## config.mk

```make
export PLATFORM = sky130hd
export DESIGN_NAME = mfu_input_conditioner
export DESIGN_NICKNAME = d
export VERILOG_FILES = /design/src/rtl/mfu_pkg.sv /design/src/rtl/mfu_debouncer.sv /design/src/rtl/mfu_sync.sv /design/src/rtl/mfu_input_conditioner.sv
export SDC_FILE = /design/constraint.sdc
export NUM_CORES = 1
export LEC_CHECK = 0
export CAP_MARGIN = 20
export CELL_PAD_IN_SITES_DETAIL_PLACEMENT = 1
export CELL_PAD_IN_SITES_GLOBAL_PLACEMENT = 2
export CORE_ASPECT_RATIO = 1.1
export CORE_MARGIN = 1
export CORE_UTILIZATION = 25
export DETAILED_ROUTE_END_ITERATION = 10
export GPL_ROUTABILITY_DRIVEN = 0
export GPL_TIMING_DRIVEN = 0
export HOLD_SLACK_MARGIN = 0.12
export PLACE_DENSITY = 0.61
export SETUP_SLACK_MARGIN = 0.2
export SYNTH_ARGS = -nofsm -noshare
export SYNTH_HDL_FRONTEND = slang
export SYNTH_SLANG_ARGS = --single-unit
```

## constraint.sdc

```tcl
create_clock -name clock -period 4.4 [get_ports clock]
set_clock_uncertainty 0.1 [all_clocks]
set_input_delay 0.88 -clock clock [delete_from_list [all_inputs] [get_ports clock]]
set_output_delay 0.88 -clock clock [all_outputs]
set_load 0.05 [all_outputs]
```

## src/rtl/mfu_pkg.sv

```systemverilog
// rtl/mfu_pkg.sv - shared button indices, compute opcodes and press arbitration helper
package mfu_pkg;

   localparam int NUM_BTN     = 5;

   localparam int BTN_NUM1    = 0;
   localparam int BTN_NUM2    = 1;
   localparam int BTN_COMPUTE = 2;
   localparam int BTN_DISPLAY = 3;
   localparam int BTN_RESET   = 4;

   typedef logic [NUM_BTN-1:0] btn_vec_t;

   // Opcodes decoded by the downstream compute block from input_bus.
   typedef enum logic [2:0] {
      OP_ADD = 3'b000,
      OP_SUB = 3'b001,
      OP_AND = 3'b010,
      OP_OR  = 3'b011,
      OP_XOR = 3'b100,
      OP_SHL = 3'b101,
      OP_SHR = 3'b110
   } op_e;

   // Fixed-priority pick among simultaneous press events:
   // reset > num1 > num2 > compute > display. Losers are simply dropped.
   function automatic btn_vec_t pick_winner(input btn_vec_t req);
      btn_vec_t win;
      win = '0;
      if (req[BTN_RESET])
         win[BTN_RESET] = 1'b1;
      else if (req[BTN_NUM1])
         win[BTN_NUM1] = 1'b1;
      else if (req[BTN_NUM2])
         win[BTN_NUM2] = 1'b1;
      else if (req[BTN_COMPUTE])
         win[BTN_COMPUTE] = 1'b1;
      else if (req[BTN_DISPLAY])
         win[BTN_DISPLAY] = 1'b1;
      return win;
   endfunction

endpackage

```

## src/rtl/mfu_debouncer.sv

```systemverilog
// rtl/mfu_debouncer.sv - synchronise, debounce and edge-detect one push-button
module mfu_debouncer #(
   parameter int DEBOUNCE_CYCLES = 1_000_000
) (
   input  logic clock,
   input  logic reset_n,
   input  logic raw,
   output logic level,
   output logic rise
);

   localparam int CNT_W = (DEBOUNCE_CYCLES > 2) ? $clog2(DEBOUNCE_CYCLES) : 1;
   localparam logic [CNT_W-1:0] CNT_LAST = CNT_W'(DEBOUNCE_CYCLES - 1);

   logic             sync;
   logic             stable;
   logic             stable_q;
   logic [CNT_W-1:0] cnt;

   mfu_sync #(.W(1)) u_sync (
      .clock   (clock),
      .reset_n (reset_n),
      .d       (raw),
      .q       (sync)
   );

   // Flip the stable level only after DEBOUNCE_CYCLES consecutive disagreeing
   // samples; any agreeing sample restarts the count, so short glitches vanish.
   always_ff @(posedge clock or negedge reset_n) begin
      if (!reset_n) begin
         stable <= 1'b0;
         cnt    <= '0;
      end else if (sync == stable) begin
         cnt    <= '0;
      end else if (cnt == CNT_LAST) begin
         stable <= sync;
         cnt    <= '0;
      end else begin
         cnt    <= cnt + CNT_W'(1);
      end
   end

   // Delayed copy of the stable level, used to find the 0->1 press edge.
   always_ff @(posedge clock or negedge reset_n) begin
      if (!reset_n)
         stable_q <= 1'b0;
      else
         stable_q <= stable;
   end

   assign level = stable;
   assign rise  = stable & ~stable_q;

endmodule

```

## src/rtl/mfu_sync.sv

```systemverilog
// rtl/mfu_sync.sv - two-flop synchroniser for asynchronous inputs
module mfu_sync #(
   parameter int W = 1
) (
   input  logic         clock,
   input  logic         reset_n,
   input  logic [W-1:0] d,
   output logic [W-1:0] q
);

   logic [W-1:0] meta;

   // First flop may go metastable; second flop gives a full cycle to settle.
   always_ff @(posedge clock or negedge reset_n) begin
      if (!reset_n) begin
         meta <= '0;
         q    <= '0;
      end else begin
         meta <= d;
         q    <= meta;
      end
   end

endmodule

```

## src/rtl/mfu_input_conditioner.sv

```systemverilog
// rtl/mfu_input_conditioner.sv - button/switch front end producing one-hot command pulses
module mfu_input_conditioner
   import mfu_pkg::*;
#(
   parameter int DEBOUNCE_CYCLES = 1_000_000
) (
   input  logic       clock,
   input  logic       reset_n,
   input  logic [7:0] sw_raw,
   input  logic       btn_num1_raw,
   input  logic       btn_num2_raw,
   input  logic       btn_compute_raw,
   input  logic       btn_display_raw,
   input  logic       btn_reset_raw,
   output logic [7:0] input_bus,
   output logic       mode_input_num1,
   output logic       mode_input_num2,
   output logic       mode_compute,
   output logic       mode_display,
   output logic       mode_reset,
   output logic [4:0] btn_level
);

   btn_vec_t   raw_vec;
   btn_vec_t   level_vec;
   btn_vec_t   rise_vec;
   btn_vec_t   winner;
   btn_vec_t   pulse_q;
   logic [7:0] sw_sync;

   assign raw_vec[BTN_NUM1]    = btn_num1_raw;
   assign raw_vec[BTN_NUM2]    = btn_num2_raw;
   assign raw_vec[BTN_COMPUTE] = btn_compute_raw;
   assign raw_vec[BTN_DISPLAY] = btn_display_raw;
   assign raw_vec[BTN_RESET]   = btn_reset_raw;

   for (genvar i = 0; i < NUM_BTN; i++) begin : g_btn
      mfu_debouncer #(.DEBOUNCE_CYCLES(DEBOUNCE_CYCLES)) u_deb (
         .clock   (clock),
         .reset_n (reset_n),
         .raw     (raw_vec[i]),
         .level   (level_vec[i]),
         .rise    (rise_vec[i])
      );
   end

   // Switches only need synchronising; they are sampled at pulse time anyway.
   mfu_sync #(.W(8)) u_sw_sync (
      .clock   (clock),
      .reset_n (reset_n),
      .d       (sw_raw),
      .q       (sw_sync)
   );

   // Select a single winner among press events arriving in the same cycle.
   always_comb begin
      winner = pick_winner(rise_vec);
   end

   // Register the winner so each command is a clean one-cycle pulse.
   always_ff @(posedge clock or negedge reset_n) begin
      if (!reset_n)
         pulse_q <= '0;
      else
         pulse_q <= winner;
   end

   // Capture switches alongside the pulse; a reset command clears the bus instead.
   always_ff @(posedge clock or negedge reset_n) begin
      if (!reset_n)
         input_bus <= 8'h00;
      else if (winner[BTN_RESET])
         input_bus <= 8'h00;
      else if (|winner)
         input_bus <= sw_sync;
   end

   assign mode_input_num1 = pulse_q[BTN_NUM1];
   assign mode_input_num2 = pulse_q[BTN_NUM2];
   assign mode_compute    = pulse_q[BTN_COMPUTE];
   assign mode_display    = pulse_q[BTN_DISPLAY];
   assign mode_reset      = pulse_q[BTN_RESET];
   assign btn_level       = level_vec;

endmodule

```

=== After elaboration in Yosys (flattened, before gate mapping) ===
Cells that the tools add are included.

* Bits in registers: 149
* Bits in latches: 0
* Memory bits (writable): 0
* ROM bits: 0
* Input port bits: 15
* Output and inout bits: 18
* Word-level logic and storage cells: 87
* Memories: 0

* $add $sub $neg: 5
* Multiply operators: 0
* Divide/modulo/power cells: 0
* Magnitude comparators: 0
* Equality and inequality tests: 10
* Shift-type cells: 0
* Multiplexer cells: 21
* Bitwise operators: 15
* Reductions and logical operators: 7

{| class="wikitable"
|+ Operators with widths
! kind !! number
|-
| two-way mux 20 bit || 10
|-
| adder 20 x 1 -> 20 bit, second input constant || 5
|-
| == test 20 bit, second input constant || 5
|-
| two-way mux 8 bit || 2
|-
| NOT 1 bit || 10
|-
| AND reduction 2 bit || 5
|-
| two-way mux 1 bit || 6
|-
| AND 1 bit || 5
|-
| == test 1 bit || 5
|-
| OR reduction 5 bit || 1
|-
| two-way mux 4 bit || 1
|-
| two-way mux 3 bit || 1
|-
| two-way mux 2 bit || 1
|-
| nonzero test 2 bit || 1
|}

=== Longest topological paths before layout ===
* Depth in word-level cells: 10
* Mapped depth: 6
* Gate-level depth less buffers: 5

=== By module ===
Synthesis repeated with hierarchy kept, for this count alone.

* Cell total of the unflattened synthesis: 613
* Area total of the unflattened synthesis: 6,687.7 um2

{| class="wikitable"
|+ Modules (own cells, without submodules)
! module !! instances !! cells each !! area each (um2)
|-
| mfu_debouncer || 5 || 108 || 1,096.1
|-
| mfu_input_conditioner || 1 || 47 || 556.8
|-
| mfu_sync at u_sw_sync || 1 || 16 || 400.4
|-
| mfu_sync at g_btn[0].u_deb.u_sync ... || 5 || 2 || 50.0
|}

=== Worst setup path after synthesis ===
No wires, ideal clock.

* Path type: reg2reg
* From: register g_btn[3].u_deb.cnt[13]
* To: register g_btn[3].u_deb.stable
* Setup time: 0.125 ns
* Arrival time: 1.735 ns
* Path slack: 2.441 ns
* Cell stages (with the launch flop): 5
* Buffers on the path: 0
* Cells stage by stage: dfrtp_1 or4_1 or4_1 nor2_1 mux2_2

* Word-level cells in the longest chain between the ends: 2

{| class="wikitable"
|+ Ends and longest elaborated chain
! element !! line !! source
|-
| start: declaration || mfu_debouncer.sv:18 || <nowiki>logic [CNT_W-1:0] cnt;</nowiki>
|-
| start signal: assignment || mfu_debouncer.sv:39 || <nowiki>cnt <= cnt + CNT_W'(1);</nowiki>
|-
| == test 20 bit || mfu_debouncer.sv:35 || <nowiki>end else if (cnt == CNT_LAST) begin</nowiki>
|-
| AND reduction 2 bit (no line) || - ||
|-
| end signal: assignment || mfu_debouncer.sv:36 || <nowiki>stable <= sync;</nowiki>
|-
| end: declaration || mfu_debouncer.sv:16 || <nowiki>logic stable;</nowiki>
|}

Every way passes these cells.
A chain may end at the register's enable or synchronous reset.

=== Worst setup path after layout ===
* From: register g_btn[2].u_deb.stable
* To: output btn_level[2]

{| class="wikitable"
|+ RTL lines
! element !! line !! source
|-
| start: declaration || mfu_debouncer.sv:16 ||
|-
| start signal: assignment || mfu_debouncer.sv:36 ||
|-
| end: declaration || mfu_input_conditioner.sv:21 || <nowiki>output logic [4:0] btn_level</nowiki>
|}

No word-level cell between the ends.

==> metrics.txt <==
CTS Buffer Depth 2; gr ovfl total 0; multi-input logic area 0.00276 mm^2; Syn Nets 660; Net Switching 0.639 mW; period utilization 0.645; Synth top area share 0.558; final setup fails 0; crit-path cells buf_4 -> clkdlybuf4s50_1; CP top delay family buffers and inverters; design area 0.00814 mm^2; Pint 2.49 mW; port bufs 32; switching part of the total 0.204; Pwr Density 384 mW/mm^2; Reg2Reg Depth 6; status completed; nets@finish 712; count leader, synth dfrtp_1; hold_ws 0.247 ns; initial antenna violation count 0; Die X-Extent 158 um; Synth async-reset ratio 1.00; Levels on crit path 2; max-cap viol count 0; Seq cells post-synth 149; first-pass GRT wire length 27.5 mm; Util after Layout 0.310; Total GRT Usage 0.127; hold path depth 0; layout cells sized above 1 0.0852; Avg Vias per Cell 4.65; Max VDD drop 0.241 mV; WP buf/inv 2; Post-synth EDFFs 0; combinational share of power 0.029; Slowest-stage cell, CP clkdlybuf4s50_1; antenna cells 0; Synth Flop Type dfrtp_1; Syn. warnings 0; part of the power in registers 0.453; DRC 0; clock share of power 0.518; FF+latch area 0.00373 mm^2; Cells after Synth 640; Synth Area per Inst 10.4 um^2; Routed wire per std cell 15.0 um; critical path arrival 1.86 ns; worst path required time 3.42 ns; Seq/Total Area, Yosys 0.558; Sink Count 149; placed cell area 0.00748 mm^2; # IOs 33; Tot Pwr 3.13 mW; synth unique cells 43; DR iter-0 viols 208; CTS buffer count 17; core area 0.0262 mm^2; Synth Cell Area 0.00669 mm^2; initial core utilization 0.255; startpoint types flip-flop; Final Slew Violations 0; TritonCTS clock tree yes; DR vias 4906; top cell type by total area after synthesis dfrtp_1; RSZ-0062 raised after global routing no; slew at the pin with the worst max-slew slack 0.776 ns; Worst Setup End Kind output port; post-CTS sizing 0; kind of critical path reg2out; Max Freq 0.352 GHz; clk slew on worst S/H paths 0.06 ns; die height 174 um; placed wire-length estimate 11.0 mm; Area Growth Syn to Fin 21.6%; Pleak 3.27 nW; Final Critical Period 2.84 ns; CTS H-tree depth 4; hold_buf cts 0; vias in the first global route 5504; Post-DRT Antenna Nets 0; Crit path largest cell delay 0.79 ns; Slew headroom 0.480; # Post-CTS Setup Buffers 0; final-report hold violation count 0; hold crit path type reg2reg; Post-synth top cells 149 x dfrtp_1, 79 x nor2_1, 46 x nand3_1, 43 x nand2_1, 34 x xor2_1; Max Fanout on Critical Path 5; largest net degree at the start of global routing 78; Synth area leaders dfrtp_1 56%, xor2_1 4.5%, nor2_1 4.4%, xnor2_1 4.2%, nand3_1 3.4%; # fillers 2993; num rows 62; Root Driver clkbuf_16; DIE AREA 0.0274 mm^2; First-pass DRT Iterations 4; final wirelength 15.8 mm; worst-skew pair later-pin latency 0.42 ns
==> area by class of cell <==
cell class / count / share of cell area
plain buffers: 21 / 0.0129
clock buffers: 23 / 0.0600
clock inverters: 8 / 0.0209
inverters: 25 / 0.0115
multi-input cells: 445 / 0.339
flip-flops and latches: 149 / 0.458
well taps: 352 / 0.0541
repair buffers: 33 / 0.0429
==> flip-flops by register name (all words and copies together) (netlist names) <==
name	flops
g_btn.u_deb.cnt	100
g_btn.u_deb.level	5
g_btn.u_deb.stable_q	5
g_btn.u_deb.u_sync.meta	5
g_btn.u_deb.u_sync.q	5
input_bus	8
pulse_q	5
u_sw_sync.meta	8
u_sw_sync.q	8
==> metrics by stage <==
stage	TNS, ns	setup WS (ns)	instances
final	0	1.56	1056
after global routing	0	1.51	1056
after CTS	0	1.54	1056
after detailed placement	0	1.76	1025
after global placement	-591.22	-3.98	1024
after floorplan	0	2.44	640
==> cell families (layout without fill, tap and decap cells) <==
family | Yosys count | after routing | share of synthesized area
and+or+nand+nor | 299 | 299 | 0.242
DFF | 149 | 149 | 0.558
xor gates and xnor gates | 66 | 66 | 0.0864
AOI/OAI and AO/OA | 62 | 62 | 0.0550
buffers and inverters | 46 | 110 | 0.0297
muxes | 13 | 13 | 0.0204
adders and majority gates | 5 | 5 | 0.00935
==> power by group through the flow <==
stage	clock, mW	sequential [mW]	combinational (mW)
finish	1.62	1.41	0.0903
global route	1.73	1.42	0.106
CTS	1.67	1.41	0.0956
detailed placement	0	1.44	0.0953
global placement	0	1.44	0.0893
floorplan	0	1.43	0.0363
==> worst reg2reg max path, delay by kind of cell (launching register included) <==
kind	cells	cell delay, ns
and+or+nand+nor	3	0.92
muxes	1	0.37
buffers and inverters	2	0.65
DFF	1	0.43
==> cell usage in the layout, fill, tap and decap left out, types with 5 or more instances in the layout <==
master / instances
dfrtp_1: 149
nor2_1: 79
nand3_1: 46
nand2_1: 43
xor2_1: 34
xnor2_1: 32
clkdlybuf4s50_1: 31
a21oi_1: 29
inv_1: 25
nand4_1: 23
or4_1: 17
clkbuf_16: 17
nor4_1: 16
o31ai_1: 13
o21ai_0: 13
nor3_1: 13
clkbuf_1: 12
or3_1: 10
and4_1: 9
and3_1: 8
mux2i_1: 8
buf_2: 6
mux2_2: 5
ha_1: 5
buf_4: 5
bufinv_16: 5
==> per-layer routing <==
| layer | share of wire | routed length (um) | vias up | global-route usage |
|---|---|---|---|---|
| li1 | - | - | 2364 | - |
| met1 | 0.47 | 7440 | 2487 | 0.157 |
| met2 | 0.49 | 7830 | 41 | 0.213 |
| met3 | 0.024 | 386 | 14 | 0.0295 |
| met4 | 0.012 | 188 | 0 | 0.0441 |
| met5 | 0 | 0 | - | 0 |
==> final timing paths <==
kind	start	end	slack, ns
max	g_btn[2].u_deb.level	btn_level[2]	1.56
min	u_sw_sync.meta[7]	u_sw_sync.q[7]	0.25
max reg2reg	g_btn[4].u_deb.level	input_bus[6]	1.84
min reg2reg	u_sw_sync.meta[7]	u_sw_sync.q[7]	0.25
max in group asynchronous	reset_n	u_sw_sync.q[0]	3.03
min in group asynchronous	reset_n	g_btn[3].u_deb.cnt[7]	0.34
Power figures use the tool's default switching activity.
